File: src/rtl/scan_pkg.sv
// Shared definitions for the multiplexed 7-segment display path: scan states,
// active-high hex segment codes and a constant-safe clog2.
package scan_pkg;

    typedef enum logic [1:0] {
        S_IDLE  = 2'd0,
        S_BLANK = 2'd1,
        S_DRIVE = 2'd2
    } state_t;

    // Index n holds the {g,f,e,d,c,b,a} pattern for hex digit n.
    localparam logic [15:0][6:0] SEG_HEX = {
        7'h71, 7'h79, 7'h5E, 7'h39, 7'h7C, 7'h77, 7'h6F, 7'h7F,
        7'h07, 7'h7D, 7'h6D, 7'h66, 7'h4F, 7'h5B, 7'h06, 7'h3F
    };

    // Never returns less than 1 so it can size a vector directly.
    function automatic int clog2(input int n);
        int r;
        r = 0;
        for (int i = 0; i < 31; i++) begin
            if ((1 << i) < n) r = i + 1;
        end
        return (r < 1) ? 1 : r;
    endfunction

endpackage

File: src/rtl/seg7_decode.sv
// Hex nibble plus decimal point to active-high {dp,g,f,e,d,c,b,a} code.
module seg7_decode
    import scan_pkg::*;
(
    input  logic [3:0] nibble,
    input  logic       point,
    output logic [7:0] code
);

    assign code = {point, SEG_HEX[nibble]};

endmodule

File: src/rtl/scan_driver.sv
// Multiplexed 7-segment scanner: rotates over enabled digits with a fixed slot
// length, blanks the start of each slot, and pulses frame on every scan wrap.
//
// state   | meaning
// S_IDLE  | scan stopped (en low or no digit enabled), outputs off, idx held
// S_BLANK | first BLANK cycles of a slot, everything off to stop ghosting
// S_DRIVE | remainder of the slot, digit idx lit with its latched code
module scan_driver
    import scan_pkg::*;
#(
    parameter int DIGITS         = 8,
    parameter int DIV            = 1000,
    parameter int BLANK          = 2,
    parameter bit SEL_ACTIVE_LOW = 1'b1,
    parameter bit SEG_ACTIVE_LOW = 1'b1
) (
    input  logic                      clks,
    input  logic                      rsts,
    input  logic                      en,
    input  logic [DIGITS-1:0]         digit_mask,
    input  logic [4*DIGITS-1:0]       data,
    input  logic [DIGITS-1:0]         dp,
    output logic [DIGITS-1:0]         sel,
    output logic [7:0]                seg,
    output logic [clog2(DIGITS)-1:0]  idx,
    output logic                      frame
);

    localparam int IW = clog2(DIGITS);
    localparam int CW = clog2(DIV);
    localparam logic [DIGITS-1:0] SEL_POL  = {DIGITS{SEL_ACTIVE_LOW}};
    localparam logic [7:0]        SEG_POL  = {8{SEG_ACTIVE_LOW}};
    localparam logic [CW-1:0]     CNT_LAST = CW'(DIV - 1);
    localparam logic [CW-1:0]     BLK_LAST = CW'(BLANK - 1);

    state_t            state;
    logic [CW-1:0]     cnt;
    logic [3:0]        cur_nib;
    logic              cur_dp;
    logic [DIGITS-1:0] sel_raw;
    logic [7:0]        seg_raw;

    logic [IW-1:0]     idx_first;
    logic [IW-1:0]     idx_next;
    logic [IW-1:0]     pick_idx;
    logic [3:0]        new_nib;
    logic              new_dp;
    logic [3:0]        dec_nib;
    logic              dec_dp;
    logic [7:0]        dec_code;
    logic [DIGITS-1:0] sel_cur;
    logic [DIGITS-1:0] sel_new;

    // Rotating priority search: first enabled digit at or after 'from'
    // (incl=1) or strictly after it (incl=0), wrapping; 'from' itself is the
    // last candidate in the exclusive case so a lone digit re-selects itself.
    function automatic logic [IW-1:0] next_enabled(
        input logic [DIGITS-1:0] m,
        input logic [IW-1:0]     from,
        input logic              incl
    );
        logic [IW-1:0] r;
        logic [IW-1:0] ci;
        logic          found;
        int            off;
        int            c;
        r     = from;
        found = 1'b0;
        off   = incl ? 0 : 1;
        for (int k = 0; k < DIGITS; k++) begin
            c  = (int'(from) + k + off) % DIGITS;
            ci = IW'(c);
            if (!found && m[ci]) begin
                r     = ci;
                found = 1'b1;
            end
        end
        return r;
    endfunction

    assign idx_first = next_enabled(digit_mask, idx, 1'b1);
    assign idx_next  = next_enabled(digit_mask, idx, 1'b0);
    assign pick_idx  = (state == S_IDLE) ? idx_first : idx_next;

    assign new_nib = data[{pick_idx, 2'b00} +: 4];
    assign new_dp  = dp[pick_idx];

    // Without a blanking phase the new digit is driven on the same edge it is
    // picked, so the decoder must see the incoming nibble, not the latched one.
    assign dec_nib = (BLANK == 0) ? new_nib : cur_nib;
    assign dec_dp  = (BLANK == 0) ? new_dp  : cur_dp;

    assign sel_cur = DIGITS'(1) << idx;
    assign sel_new = DIGITS'(1) << pick_idx;

    seg7_decode u_decode (
        .nibble (dec_nib),
        .point  (dec_dp),
        .code   (dec_code)
    );

    always_ff @(posedge clks or posedge rsts) begin
        if (rsts) begin
            state   <= S_IDLE;
            cnt     <= '0;
            idx     <= '0;
            frame   <= 1'b0;
            cur_nib <= '0;
            cur_dp  <= 1'b0;
            sel_raw <= '0;
            seg_raw <= '0;
        end else begin
            frame <= 1'b0;
            if (!en) begin
                state   <= S_IDLE;
                cnt     <= '0;
                sel_raw <= '0;
                seg_raw <= '0;
            end else begin
                unique case (state)
                    S_IDLE: begin
                        cnt     <= '0;
                        sel_raw <= '0;
                        seg_raw <= '0;
                        if (digit_mask != '0) begin
                            idx     <= idx_first;
                            cur_nib <= new_nib;
                            cur_dp  <= new_dp;
                            if (BLANK == 0) begin
                                state   <= S_DRIVE;
                                sel_raw <= sel_new;
                                seg_raw <= dec_code;
                            end else begin
                                state   <= S_BLANK;
                            end
                        end
                    end

                    S_BLANK: begin
                        cnt <= cnt + CW'(1);
                        if (cnt == BLK_LAST) begin
                            state   <= S_DRIVE;
                            sel_raw <= sel_cur;
                            seg_raw <= dec_code;
                        end
                    end

                    S_DRIVE: begin
                        if (cnt == CNT_LAST) begin
                            cnt <= '0;
                            if (digit_mask == '0) begin
                                state   <= S_IDLE;
                                sel_raw <= '0;
                                seg_raw <= '0;
                            end else begin
                                idx     <= idx_next;
                                frame   <= (idx_next <= idx);
                                cur_nib <= new_nib;
                                cur_dp  <= new_dp;
                                if (BLANK == 0) begin
                                    sel_raw <= sel_new;
                                    seg_raw <= dec_code;
                                end else begin
                                    state   <= S_BLANK;
                                    sel_raw <= '0;
                                    seg_raw <= '0;
                                end
                            end
                        end else begin
                            cnt <= cnt + CW'(1);
                        end
                    end

                    default: begin
                        state   <= S_IDLE;
                        cnt     <= '0;
                        sel_raw <= '0;
                        seg_raw <= '0;
                    end
                endcase
            end
        end
    end

    assign sel = sel_raw ^ SEL_POL;
    assign seg = seg_raw ^ SEG_POL;

endmodule

File: config.mk
export PLATFORM = sky130hd
export DESIGN_NAME = scan_driver
export DESIGN_NICKNAME = d
export VERILOG_FILES = /design/src/rtl/scan_pkg.sv /design/src/rtl/seg7_decode.sv /design/src/rtl/scan_driver.sv
export SDC_FILE = /design/constraint.sdc
export NUM_CORES = 1
export LEC_CHECK = 0
export BUFFER_PORTS_ARGS = -buffer_cell sky130_fd_sc_hd__buf_4
export CORE_AREA = 8 8 115 117
export DETAILED_ROUTE_END_ITERATION = 12
export DIE_AREA = 0 0 123 125
export PLACE_DENSITY_LB_ADDON = 0.25
export SKIP_LAST_GASP = 1
export SYNTH_ARGS = -nofsm -noshare
export SYNTH_HDL_FRONTEND = slang
export SYNTH_SLANG_ARGS = --single-unit
File: constraint.sdc
create_clock -name clks -period 4.17 [get_ports clks]
set_input_delay 0.2085 -clock clks [delete_from_list [all_inputs] [get_ports clks]]
set_output_delay 0.2085 -clock clks [all_outputs]
set_load 0.005 [all_outputs]
==> flow_results.org <==
** Die
- Die Width :: 123 µm
- Initial cell density of the core :: 0.405
- Die Footprint :: around 15000 µm²
- Core box area :: around 12000 µm²
- Die H :: 125 µm
- Number of top-level pins :: 71
- After floorplanning, the core was divided into 40 placement rows.

** CTS
- CTS H-tree depth :: 2
- The later pin in the worst-skew pair is clocked with a latency of 280 ps.
- CTS Buf Count :: 5
- Clk root buf :: sky130_fd_sc_hd__clkbuf_16
- TritonCTS built the clock tree.
- The longest clock path from root to sink contains 2 buffers.
- Counting every sink on the clock net gives 37.
- In this run, post-CTS hold repair placed 0 buffers.
- Clock-pin slew was measured on the worst setup and hold paths at 50 ps.

** Yosys
- EDFF count, synth :: 0
- Cell type with the largest total area after synthesis :: sky130_fd_sc_hd__dfrtp_1
- Of the total synthesized cell area, the portion taken by AND, OR, NAND and NOR gates is 0.164.
- Of the post-synthesis cell area, the dominant cell type holds 0.197.
- Xor-xnor portion of the synthesized cell area :: 0.0344
- After synthesis, the largest family of logic cells by area is multiplexers.
- Counting flops and latches in the post-synthesis netlist gives 37.
- During synthesis, Yosys emitted a total of 0 warnings.
- Most numerous cell types in the synthesized netlist :: 67 x sky130_fd_sc_hd__nand2_1, 44 x sky130_fd_sc_hd__nor2_1, 37 x sky130_fd_sc_hd__dfrtp_1, 36 x sky130_fd_sc_hd__mux2i_1, 31 x sky130_fd_sc_hd__inv_1
- Of all flip-flops after synthesis, the portion carrying an async set or reset was 1.00.
- Multiplexer share of the synthesized area :: 0.269
- Synth cell types :: 68
- Leading post-synthesis cells by cell area :: sky130_fd_sc_hd__dfrtp_1 20%, sky130_fd_sc_hd__mux4_2 10%, sky130_fd_sc_hd__mux2i_1 7.7%
- sky130_fd_sc_hd__nand2_1 is the most common cell in the netlist.
- In this run the cell area of the synthesized design comes to roughly 4700 µm².
- Net Count, Synth :: 611
- Among all flip-flop cells after synthesis, the most frequent one is sky130_fd_sc_hd__dfrtp_1.
- The cell count after synthesis came out at 536.
- Synthesized-area fraction occupied by adder cells :: 0.0639
- Area fraction in compound gates after synthesis :: 0.200
- Sequential-to-total area share from yosys stat :: 0.197
- Mean instance size in the synthesized netlist :: 8.76 µm²

** Layout
- Once layout is complete, the cells apart from fillers number 739.
- Relative to the synthesized area, the layout overhead comes to 16.3%.
- Share of final-layout standard cells stronger than drive strength 1 :: 0.255
- The final layout contains 666 nets.
- 0 antenna diodes ended up in the layout.

** Timing
- Setup repair after global routing left no endpoint under its margin.
- Largest clock skew in the final design :: 4.62 ps
- The final number of max-transition violations was 0.
- Once routing completed, OpenROAD measured the worst setup slack at roughly 150 ps.
- Timing-limited maximum frequency :: between 0.2 and 0.25 GHz
- The number of hold-slack violations in the final timing report is 0.
- In the finished design, the share of the clock period the worst path needs comes to 0.964.
- For the final routed database, the setup TNS stands at 0 ps.
- Worst rel slew slack :: 0.470
- Clock period minus final worst setup slack :: 4020 ps
- Pin slew with the least headroom to its limit :: between 700 and 800 ps
- Setup violations remaining at the end of the flow were counted as 0.

** Worst setup path
- STA classifies the critical path endpoint as a flip-flop.
- Crit path max fanout :: 24
- The worst setup path is launched from a flip-flop.
- The worst setup path is of the flip-flop to flip-flop kind.
- The setup check on the worst reg-to-reg path leaves a slack of 150 ps.
- At the worst endpoint, the arrival time is between 4000 and 5000 ps.
- CP required :: 4310 ps

** Drt
- Number of nets still failing antenna checks after routing :: 0
- The first routing iteration left approximately 430 violations.
- For this run, design rule violations remaining after detail routing come to 0.
- Vias :: around 4400
- The routed design has 13500 µm of wire.
- In the routed layout, each cell is associated on average with a via count of 5.99.
- Drt pass-1 iters :: 5
- Per-cell routed wire length :: 18.3 µm

** Placement
- Count of buffers inserted at the top-level ports :: 70
- Post-DP HPWL :: 10500 µm
- Number of placed instances, taps included :: 731
- The congestion estimate from routability-driven global placement came to 0.978.
- OpenSTA, run right after detailed placement, puts the worst setup slack at 212 ps.

** Run status
- The flow ran to the end, and the final reports show no timing, DRC or antenna violations.

** GRT
- The first global-routing pass estimated around 22000 µm of wire.
- GRT Overall Usage :: 0.173
- Via count of the first global-routing pass :: 4434
- Gr ovfl total :: 0
- The number of antenna violations at the first check in global routing is 0.
- Pin count of the biggest net entering global routing :: 40

** Min path
- The path class of the tightest hold or removal check is input pin to async pin.

** Flow run
- Maximum Capacitance Violations :: 0
## routing by layer
layer	part of all wire	up-vias	global-route usage	wire, µm
met5	0	-	0	0
met4	0.029	0	0.0687	393
met3	0.070	35	0.0221	951
met2	0.49	196	0.298	6680
met1	0.41	2091	0.212	5490
li1	-	2105	-	-
## logic make-up after synthesis
group                      count (synthesis)
xor gates and xnor gates                  16
DFF                                       37
AOI/OAI and AO/OA                        129
adders and majority gates                 24
muxes                                     89
buffers and inverters                     69
and+or+nand+nor                          172
## metrics by stage
step / hold WS [ps] / util / instance area (µm²)
6_report: 47.0 / 0.471 / 5460
5_1_grt: 119 / 0.471 / 5460
4_1_cts: 63.9 / 0.468 / 5430
3_5_place_dp: 354 / 0.456 / 5300
3_3_place_gp: 352 / 0.456 / 5300
2_1_floorplan: 388 / - / 4700
## what timing repair did
item | 4_1_cts | 5_1_grt
setup buffers | 0 | 0
endpoints found under the setup margin | 0 | 5
resized for setup | 0 | 6
## registers in the layout, indices dropped and copies added (netlist names)
name     flops
seg_raw      8
cnt         10
idx          3
cur_nib      4
state        2
frame        1
cur_dp       1
sel_raw      8
## worst max-delay path, stage by stage (launching register included)
cell,delay (ps)
sky130_fd_sc_hd__dfrtp_1,400
sky130_fd_sc_hd__inv_2,110
sky130_fd_sc_hd__ha_1,330
sky130_fd_sc_hd__buf_6,260
sky130_fd_sc_hd__mux4_2,540
sky130_fd_sc_hd__nor4_1,400
sky130_fd_sc_hd__a221oi_2,130
sky130_fd_sc_hd__o31a_1,380
sky130_fd_sc_hd__nand2_1,80
sky130_fd_sc_hd__o21ai_1,80
sky130_fd_sc_hd__xnor2_1,310
sky130_fd_sc_hd__nand3_1,290
sky130_fd_sc_hd__o32ai_1,460
sky130_fd_sc_hd__o31ai_1,110
## placed cells by master (no fill, tap or decap), types with 3 or more instances in the layout
cell type,n
sky130_fd_sc_hd__a211o_1,3
sky130_fd_sc_hd__a211oi_1,3
sky130_fd_sc_hd__a21o_1,4
sky130_fd_sc_hd__a21oi_1,18
sky130_fd_sc_hd__a22o_1,10
sky130_fd_sc_hd__a22oi_1,5
sky130_fd_sc_hd__a31oi_1,7
sky130_fd_sc_hd__a32o_1,6
sky130_fd_sc_hd__buf_4,82
sky130_fd_sc_hd__clkbuf_1,3
sky130_fd_sc_hd__clkbuf_16,5
sky130_fd_sc_hd__dfrtp_1,37
sky130_fd_sc_hd__ha_1,24
sky130_fd_sc_hd__inv_1,31
sky130_fd_sc_hd__mux2_1,6
sky130_fd_sc_hd__mux2_2,13
sky130_fd_sc_hd__mux2_4,9
sky130_fd_sc_hd__mux2i_1,34
sky130_fd_sc_hd__mux2i_2,3
sky130_fd_sc_hd__mux4_2,21
sky130_fd_sc_hd__nand2_1,67
sky130_fd_sc_hd__nand2b_1,5
sky130_fd_sc_hd__nand3_1,17
sky130_fd_sc_hd__nand4_1,5
sky130_fd_sc_hd__nor2_1,44
sky130_fd_sc_hd__nor2b_1,4
sky130_fd_sc_hd__nor3_1,16
sky130_fd_sc_hd__nor4_1,4
sky130_fd_sc_hd__o211ai_1,4
sky130_fd_sc_hd__o21a_1,3
sky130_fd_sc_hd__o21ai_0,24
sky130_fd_sc_hd__o22ai_1,4
sky130_fd_sc_hd__o31ai_1,10
sky130_fd_sc_hd__o32ai_1,5
sky130_fd_sc_hd__xnor2_1,8
sky130_fd_sc_hd__xor2_1,6
## layout make-up
| class | instances | area, µm² |
|---|---|---|
| fillers | 1122 | 6150 |
| multi-input cells | 430 | 3460 |
| flip-flops and latches | 37 | 926 |
| repair buffers | 84 | 638 |
| well taps | 147 | 184 |
| clock buffers | 8 | 136 |
| inverters | 33 | 124 |
## worst paths after layout
path / cells past startpoint / from / endpoint
min in group clks: 2 / en / state[1]
min reg2reg: 2 / sel_raw[6] / sel_raw[6]
max in group asynchronous: 3 / rsts / cnt[8]
max: 13 / idx[0] / cur_nib[3]
min: 3 / rsts / sel_raw[3]
max reg2reg: 13 / idx[0] / cur_nib[3]
Power is not shown: default switching activity piles up to over one toggle a cycle in this logic, so the estimate is an artifact.
